<file path="config.mk">
export PLATFORM = sky130hd
export DESIGN_NAME = m2m_operand_sequencer_flat
export DESIGN_NICKNAME = d
export VERILOG_FILES = /design/src/rtl/m2m_operand_sequencer_if.sv /design/src/rtl/m2m_operand_sequencer.sv /design/src/flat_wrapper.sv
export SDC_FILE = /design/constraint.sdc
export NUM_CORES = 1
export LEC_CHECK = 0
export ABC_AREA = 0
export BUFFER_PORTS_ARGS = -buffer_cell sky130_fd_sc_hd__buf_2
export CAP_MARGIN = 20
export CORE_ASPECT_RATIO = 1.75
export CORE_UTILIZATION = 40
export CTS_BUF_LIST = sky130_fd_sc_hd__clkbuf_4 sky130_fd_sc_hd__clkbuf_8
export CTS_CLUSTER_DIAMETER = 100
export DETAILED_ROUTE_END_ITERATION = 10
export PLACE_DENSITY = 0.73
export SLEW_MARGIN = 10
export SYNTH_ARGS = -nofsm -noshare
export SYNTH_HDL_FRONTEND = slang
export SYNTH_SLANG_ARGS = --single-unit
export TNS_END_PERCENT = 1
</file>
<file path="constraint.sdc">
create_clock -name clk -period 1.59 [get_ports clk]
set_input_delay 0.318 -clock clk [delete_from_list [all_inputs] [get_ports clk]]
set_output_delay 0.318 -clock clk [all_outputs]
set_load 0.02 [all_outputs]
</file>
<file path="src/rtl/m2m_operand_sequencer_if.sv">
// rtl/m2m_operand_sequencer_if.sv - memory and ALU bus between the operand sequencer and its peers
// Ports (master = sequencer side):
//   mem_addr/mem_re/mem_we/mem_wdata  out  single-port memory request
//   mem_rdata                         in   read data, one cycle after mem_re
//   alu_a/alu_b/alu_op                out  ALU operands and opcode
//   alu_result/alu_is_true            in   combinational ALU result and flag
interface m2m_operand_sequencer_if #(
    parameter int AW = 8,
    parameter int DW = 16
);
    logic [AW-1:0] mem_addr;
    logic          mem_re;
    logic          mem_we;
    logic [DW-1:0] mem_wdata;
    logic [DW-1:0] mem_rdata;
    logic [DW-1:0] alu_a;
    logic [DW-1:0] alu_b;
    logic [3:0]    alu_op;
    logic [DW-1:0] alu_result;
    logic          alu_is_true;

    modport master (
        output mem_addr, mem_re, mem_we, mem_wdata, alu_a, alu_b, alu_op,
        input  mem_rdata, alu_result, alu_is_true
    );

    modport slave (
        input  mem_addr, mem_re, mem_we, mem_wdata, alu_a, alu_b, alu_op,
        output mem_rdata, alu_result, alu_is_true
    );
endinterface

</file>
<file path="src/rtl/m2m_operand_sequencer.sv">
// rtl/m2m_operand_sequencer.sv - memory-to-memory operand fetch / execute / write-back sequencer
// Ports:
//   clk, reset        clock, synchronous active-high reset
//   start             instruction valid, sampled only in IDLE
//   op/src_a/src_b/dst decoded instruction fields
//   bus               master side of memory + ALU bus
//   busy              high from FETCH_A through FINISH
//   done              one-cycle pulse in FINISH
//   branch_taken      compare outcome, held until the next done
//   result            last ALU result, held until the next EXEC
module m2m_operand_sequencer #(
    parameter int AW = 8,
    parameter int DW = 16
) (
    input  logic                   clk,
    input  logic                   reset,
    input  logic                   start,
    input  logic [3:0]             op,
    input  logic [AW-1:0]          src_a,
    input  logic [AW-1:0]          src_b,
    input  logic [AW-1:0]          dst,
    m2m_operand_sequencer_if.master bus,
    output logic                   busy,
    output logic                   done,
    output logic                   branch_taken,
    output logic [DW-1:0]          result
);
    typedef enum logic [2:0] {
        S_IDLE,
        S_FETCH_A,
        S_FETCH_B,
        S_LOAD_B,
        S_EXEC,
        S_FINISH
    } state_t;

    state_t        state;
    state_t        state_next;
    logic [3:0]    op_q;
    logic [AW-1:0] src_a_q;
    logic [AW-1:0] src_b_q;
    logic [AW-1:0] dst_q;
    logic [DW-1:0] opa_q;
    logic [DW-1:0] opb_q;
    logic [DW-1:0] result_q;
    logic          branch_q;
    logic          is_cmp;

    // Opcodes 7..12 are compares; everything else (13..15 run as add) writes back.
    assign is_cmp = (op_q >= 4'd7) && (op_q <= 4'd12);

    always_ff @(posedge clk) begin
        if (reset) begin
            state    <= S_IDLE;
            op_q     <= '0;
            src_a_q  <= '0;
            src_b_q  <= '0;
            dst_q    <= '0;
            opa_q    <= '0;
            opb_q    <= '0;
            result_q <= '0;
            branch_q <= 1'b0;
        end else begin
            state <= state_next;
            case (state)
                S_IDLE: begin
                    if (start) begin
                        op_q    <= op;
                        src_a_q <= src_a;
                        src_b_q <= src_b;
                        dst_q   <= dst;
                    end
                end
                S_FETCH_B: opa_q <= bus.mem_rdata;
                S_LOAD_B:  opb_q <= bus.mem_rdata;
                S_EXEC: begin
                    result_q <= bus.alu_result;
                    // Arithmetic ops report a constant-1 flag; mask it so only compares branch.
                    branch_q <= is_cmp & bus.alu_is_true;
                end
                default: ;
            endcase
        end
    end

    always_comb begin
        state_next    = state;
        bus.mem_addr  = '0;
        bus.mem_re    = 1'b0;
        bus.mem_we    = 1'b0;
        bus.mem_wdata = '0;
        done          = 1'b0;
        case (state)
            S_IDLE: begin
                if (start) state_next = S_FETCH_A;
            end
            S_FETCH_A: begin
                bus.mem_re   = 1'b1;
                bus.mem_addr = src_a_q;
                state_next   = S_FETCH_B;
            end
            S_FETCH_B: begin
                bus.mem_re   = 1'b1;
                bus.mem_addr = src_b_q;
                state_next   = S_LOAD_B;
            end
            S_LOAD_B: state_next = S_EXEC;
            S_EXEC:   state_next = S_FINISH;
            S_FINISH: begin
                done       = 1'b1;
                state_next = S_IDLE;
                // A reset landing on the write cycle must not commit the write.
                if (!is_cmp && !reset) begin
                    bus.mem_we    = 1'b1;
                    bus.mem_addr  = dst_q;
                    bus.mem_wdata = result_q;
                end
            end
            default: state_next = S_IDLE;
        endcase
    end

    assign busy         = (state != S_IDLE);
    assign branch_taken = branch_q;
    assign result       = result_q;
    assign bus.alu_a    = opa_q;
    assign bus.alu_b    = opb_q;
    assign bus.alu_op   = op_q;
endmodule

</file>
<file path="src/flat_wrapper.sv">
// flat-port wrapper written by rule: the top's interface ports become plain ports
module m2m_operand_sequencer_flat 
#(
    parameter int AW = 8,
    parameter int DW = 16
)
  (clk, reset, start, op, src_a, src_b, dst, busy, done, branch_taken, result, bus_mem_addr, bus_mem_re, bus_mem_we, bus_mem_wdata, bus_alu_a, bus_alu_b, bus_alu_op, bus_mem_rdata, bus_alu_result, bus_alu_is_true);
  m2m_operand_sequencer_if #(.AW(AW), .DW(DW)) bus_i ();
  input  logic clk;
  input  logic reset;
  input  logic start;
  input  logic [3:0] op;
  input  logic [AW-1:0] src_a;
  input  logic [AW-1:0] src_b;
  input  logic [AW-1:0] dst;
  output logic busy;
  output logic done;
  output logic branch_taken;
  output logic [DW-1:0] result;
  output wire logic [$bits(bus_i.mem_addr)-1:0] bus_mem_addr;
  output wire logic [$bits(bus_i.mem_re)-1:0] bus_mem_re;
  output wire logic [$bits(bus_i.mem_we)-1:0] bus_mem_we;
  output wire logic [$bits(bus_i.mem_wdata)-1:0] bus_mem_wdata;
  output wire logic [$bits(bus_i.alu_a)-1:0] bus_alu_a;
  output wire logic [$bits(bus_i.alu_b)-1:0] bus_alu_b;
  output wire logic [$bits(bus_i.alu_op)-1:0] bus_alu_op;
  input wire logic [$bits(bus_i.mem_rdata)-1:0] bus_mem_rdata;
  input wire logic [$bits(bus_i.alu_result)-1:0] bus_alu_result;
  input wire logic [$bits(bus_i.alu_is_true)-1:0] bus_alu_is_true;
  assign bus_mem_addr = bus_i.mem_addr;
  assign bus_mem_re = bus_i.mem_re;
  assign bus_mem_we = bus_i.mem_we;
  assign bus_mem_wdata = bus_i.mem_wdata;
  assign bus_alu_a = bus_i.alu_a;
  assign bus_alu_b = bus_i.alu_b;
  assign bus_alu_op = bus_i.alu_op;
  assign bus_i.mem_rdata = bus_mem_rdata;
  assign bus_i.alu_result = bus_alu_result;
  assign bus_i.alu_is_true = bus_alu_is_true;
  m2m_operand_sequencer #(.AW(AW), .DW(DW)) u_core (.clk(clk), .reset(reset), .start(start), .op(op), .src_a(src_a), .src_b(src_b), .dst(dst), .bus(bus_i), .busy(busy), .done(done), .branch_taken(branch_taken), .result(result));
endmodule
</file>
* Word-level counts from Yosys, hierarchy flattened
Cells that the tools add are included.
Word-level totals: register bits after elaboration 80, bits in latches 0, memory bits (writable) 0, memory bits (read-only) 0, bits of input ports 64, output and inout bits 81, word-level logic and storage cells 36, memories kept 0
Operators by class: $add $sub $neg 0, $mul 0, div/mod/pow operators 0, magnitude comparators 2, equal/unequal tests 6, shift operators 0, mux-type cells 10, bitwise operators 1, reductions and logical operators 8
Operators with widths (count):
- $mux 16 | 2
- $pmux 8 s3 | 1
- $pmux 3 s5 | 1
- $mux 8 | 1
- $eq 3x2->1 const B | 2
- $eq 3x3->1 const B | 2
- $ge 4x3->1 const B | 1
- $le 4x4->1 const B | 1
- $mux 1 | 4
- $eq 3x1->1 const B | 1
- $logic_not 3->1 | 1
- $mux 3 | 1
- $reduce_bool 3->1 | 1
- $logic_and 1x1->1 | 2
- $logic_not 1->1 | 2
- $ne 2x2->1 const B | 1
- $reduce_and 2->1 | 1
- $reduce_or 2->1 | 1
- $and 1x1->1 | 1

* Depth between registers and ports, before layout
depth in word-level cells 6, gate-level depth with buffers 6, mapped depth without buffers 3

* Worst setup path before layout
No wires, ideal clock.
path kind register to output, start point reg u_core.op_q[3] (netlist: u_core.bus.alu_op[3]), end point out bus_mem_wdata[14], arrival time 1.577 ns, data required time 1.272 ns, setup slack -0.305 ns, cell stages (with the launch flop) 5, buffers on the path 1, cells stage by stage dfxtp_1 and4b_1 a211oi_2 buf_2 and2_1
On the way: cells in the longest elaborated chain, start to end 6, elaborated cells on any way between the ends 7, classes of those cells order compare: 2; mux: 2; reduce/logical: 3
RTL lines:
- start: declaration | line m2m_operand_sequencer.sv:39 | logic [3:0] op_q;
- start signal: assignment | line m2m_operand_sequencer.sv:68 | op_q <= op;
- $ge 4x3->1 or $le 4x4->1 (tied branches) | line m2m_operand_sequencer.sv:50 | assign is_cmp = (op_q >= 4'd7) && (op_q <= 4'd12);
- $logic_and 1x1->1 * | line m2m_operand_sequencer.sv:50
- $logic_not 1->1 * | line m2m_operand_sequencer.sv:113 | if (!is_cmp && !reset) begin
- $logic_and 1x1->1 * | line m2m_operand_sequencer.sv:113
- $mux 16 * | line m2m_operand_sequencer.sv:113
- $mux 16 * | line m2m_operand_sequencer.sv:93 | case (state)
- end: declaration | line flat_wrapper.sv:23 | output wire logic [$bits(bus_i.mem_wdata)-1:0] bus_mem_wdata;
Every way passes the cells marked *; elsewhere a longest branch is shown, timed or not.

* Worst setup path after layout
start point reg u_core.state[1], end point out bus_mem_addr[6]
On the way: cells in the longest elaborated chain, start to end 2, elaborated cells on any way between the ends 4, classes of those cells eq/ne: 3; mux: 1
RTL lines:
- start: declaration | line m2m_operand_sequencer.sv:37 | state_t state;
- start signal: assignment | line m2m_operand_sequencer.sv:64 | state <= state_next;
- $eq 3x3->1, or another cell as far along | line m2m_operand_sequencer.sv:93
- $pmux 8 s3 * | line m2m_operand_sequencer.sv:93
- end: declaration | line flat_wrapper.sv:20 | output wire logic [$bits(bus_i.mem_addr)-1:0] bus_mem_addr;
Marked as above.

==> out/qor.csv <==
stage,metric,value,unit
status,run status,"complete, but fails checks",
status,failing checks,setup timing,
synthesis,Main synth FF type,dfxtp_1,
clock_network,hold buffer count at CTS,0,
worst_setup_path,Required @ worst endpoint,1.27,ns
synthesis,Synth top area share,50.0,%
route,DRC,0,
synthesis,main area contributors after synthesis,"dfxtp_1, nand2_1, a21oi_1, mux2i_1, and2_1",
placement,DPL Wire Length,6130,um
placement,routability cong.,0.795,
route,Vias per Instance,5.06,
floorplan,Die W,69.6,um
worst_setup_path,CP Class,flip-flop to output port,
synthesis,Yosys top cell by area,dfxtp_1,
floorplan,Die ar.,0.00838,sq mm
final_layout,layout cells sized above 1,42.0,%
placement,dpl cells,602,
timing,Final WS setup,-0.420,ns
global_route,first-pass GRT wire length,14300,um
synthesis,Mean Syn Cell Area,8.45,sq um
route,WL final,8980,um
timing,Worst-Margin Slew,0.804,ns
floorplan,I/O Pins,145,
timing,Final Cycle Share,126,%
clock_network,clock-pin slew on the worst setup and hold paths,0.08,ns
synthesis,Post-synth EDFFs,0,
worst_setup_path,critical path peak fanout,5,
global_route,global route overflow,0,
synthesis,mapped cell area,0.00320,sq mm
clock_network,H-tree depth,3,
synthesis,synth unique cells,32,
floorplan,Core ar.,0.00767,sq mm
synthesis,Yosys reg bits,80,
clock_network,root buffer cell,clkbuf_8,
final_layout,# diodes,0,
global_route,initial antenna violation count,0,
final_layout,"most common cell after layout, fill and taps aside",nand2_1,
min_path,hold crit path type,input pin to flip-flop,
global_route,pin count of the biggest net entering global routing,82,
final_layout,"Area growth, synth to finish",46.6,%
worst_setup_path,arrival time worst endpoint,1.69,ns
timing,Slew HR,46.4,%
floorplan,Cell Rows,42,
placement,port buffer count,144,
power,Peak VDD IR,0.842,mV
route,Routed Antenna Nets,0,
worst_setup_path,critical path capture point type,output port,
clock_network,cts bufs inserted,9,
clock_network,CTS tree,yes,
synthesis,Synth Warn #,0,
timing,final number of max-transition violations,0,
floorplan,Die H,120,um
worst_setup_path,startpoint types,flip-flop,
synthesis,Synth async-reset ratio,0,%
power,P_leak,0.00206,uW
route,Initial DRT Pass Iterations,4,
final_layout,nets,592,
clock_network,Max Buffers Root-to-Sink,2,
timing,Finish-stage setup viols,39,
floorplan,Starting Density,41.7,%
timing,RSZ-0062 raised after global routing,true,
route,Iteration-0 DRC Markers,112,
final_layout,filler cell count,656,
synthesis,Mapped Cells,379,
global_route,GRT Overall Usage,21.7,%
final_layout,Non-Filler Instances,621,
global_route,vias in the first global route,3037,
timing,minimum clock period,2.01,ns
clock_network,clock latency on the worst-skew pair,0.34,ns
power,Power Dens Cells,1010,mW/mm^2
timing,fmax,0.497,GHz
job,maxcap violations,0,
route,WL/cell,14.5,um
timing,Worst Clk Skew,0.00867,ns
final_layout,highest-count cells in the layout ignoring fill and taps,"nand2_1, buf_2, dfxtp_1",
synthesis,register area share after synthesis,50.0,%
route,routed vias,3144,
synthesis,syn_nets,443,
timing,final hold vios,0,
clock_network,Sink Count,80,
power,"Power, Total",4760,uW
-- timing repair --
action | 4_1_cts | 5_1_grt
pin swaps | 39 | 1
hold endpoints to repair | 0 | 0
resized for setup | 67 | 9
buffers inserted | 3 | 0
endpoints found under the setup margin | 33 | 56
gates cloned | 2 | 0
-- synth_stat cells (2+ instances only) --
cell,instances
nand2_1,120
dfxtp_1,80
a21oi_1,61
nor2_1,18
and2_1,17
clkbuf_1,16
mux2i_1,16
a22oi_1,8
o2bb2ai_1,8
buf_6,5
buf_2,4
buf_4,3
buf_8,2
nand3b_1,2
nor2b_1,2
-- cell families (layout without fill, tap and decap cells) --
family | after synthesis | after routing | synth area share (%)
AOI/OAI and AO/OA | 82 | 82 | 15.0
buffers and inverters | 31 | 185 | 6.02
DFF | 80 | 80 | 50.0
and+or+nand+nor | 170 | 170 | 24.0
muxes | 16 | 16 | 5.00
-- metal layers --
metal  global-route usage, %  routed length (um)  up-vias
met5                       0                   0        -
met4                    9.75                 163        0
met3                    3.75                 354       16
met2                    40.6                5050       98
met1                    23.3                3410     1480
li1                        -                   -     1550
-- worst max-delay path: stages (launching register included) --
cell	delay, ns
dfxtp_2	0.34
nand4bb_4	0.20
a211oi_4	0.26
buf_6	0.16
buf_8	0.14
o2bb2ai_4	0.12
buf_6	0.13
-- report_power, final --
group / switching [uW] / internal, uW
clock: 705 / 1240
combinational: 372 / 279
sequential: 62.4 / 2100
-- stage by stage --
step / hold slack (ns) / instance area, sq um / setup slack, ns / TNS, ns / util (%)
2_1_floorplan: 0.436 / 3310 / -0.0824 / -1.27 / -
3_3_place_gp: 0.439 / 4140 / -0.101 / -2.07 / 53.9
3_5_place_dp: 0.443 / 4140 / -0.135 / -2.71 / 53.9
4_1_cts: 0.184 / 4660 / -0.407 / -10.76 / 60.7
5_1_grt: 0.196 / 4690 / -0.488 / -14.03 / 61.2
6_report: 0.201 / 4690 / -0.420 / -10.14 / 61.2
-- registers in the layout, summed over array words and instances, names as in the netlist --
register             cells
u_core.bus.alu_b        16
u_core.result           16
u_core.bus.alu_a        16
u_core.branch_taken      1
u_core.dst_q             8
u_core.bus.alu_op        4
u_core.src_b_q           8
u_core.src_a_q           8
u_core.state             3
-- cell type report --
cell class / count / area [sq um] / area share, %
multi-input cells: 268 / 1580 / 33.7
inverters: 1 / 3.75 / 0.0800
clock buffers: 11 / 139 / 2.96
well taps: 88 / 110 / 2.35
clock inverters: 5 / 129 / 2.75
repair buffers: 168 / 1120 / 23.8
flip-flops and latches: 80 / 1610 / 34.4
-- final timing paths --
kind / start / endpoint / slack [ns] / cells after the start
worst max-delay path: u_core.state[1] / bus_mem_addr[6] / -0.42 / 6
worst min-delay path: dst[2] / u_core.dst_q[2] / 0.20 / 3
worst max register to register: u_core.state[1] / u_core.src_a_q[1] / -0.03 / 5
worst min register to register: u_core.bus.alu_b[4] / u_core.bus.alu_b[4] / 0.45 / 2
(Power assumes the default switching activity.)
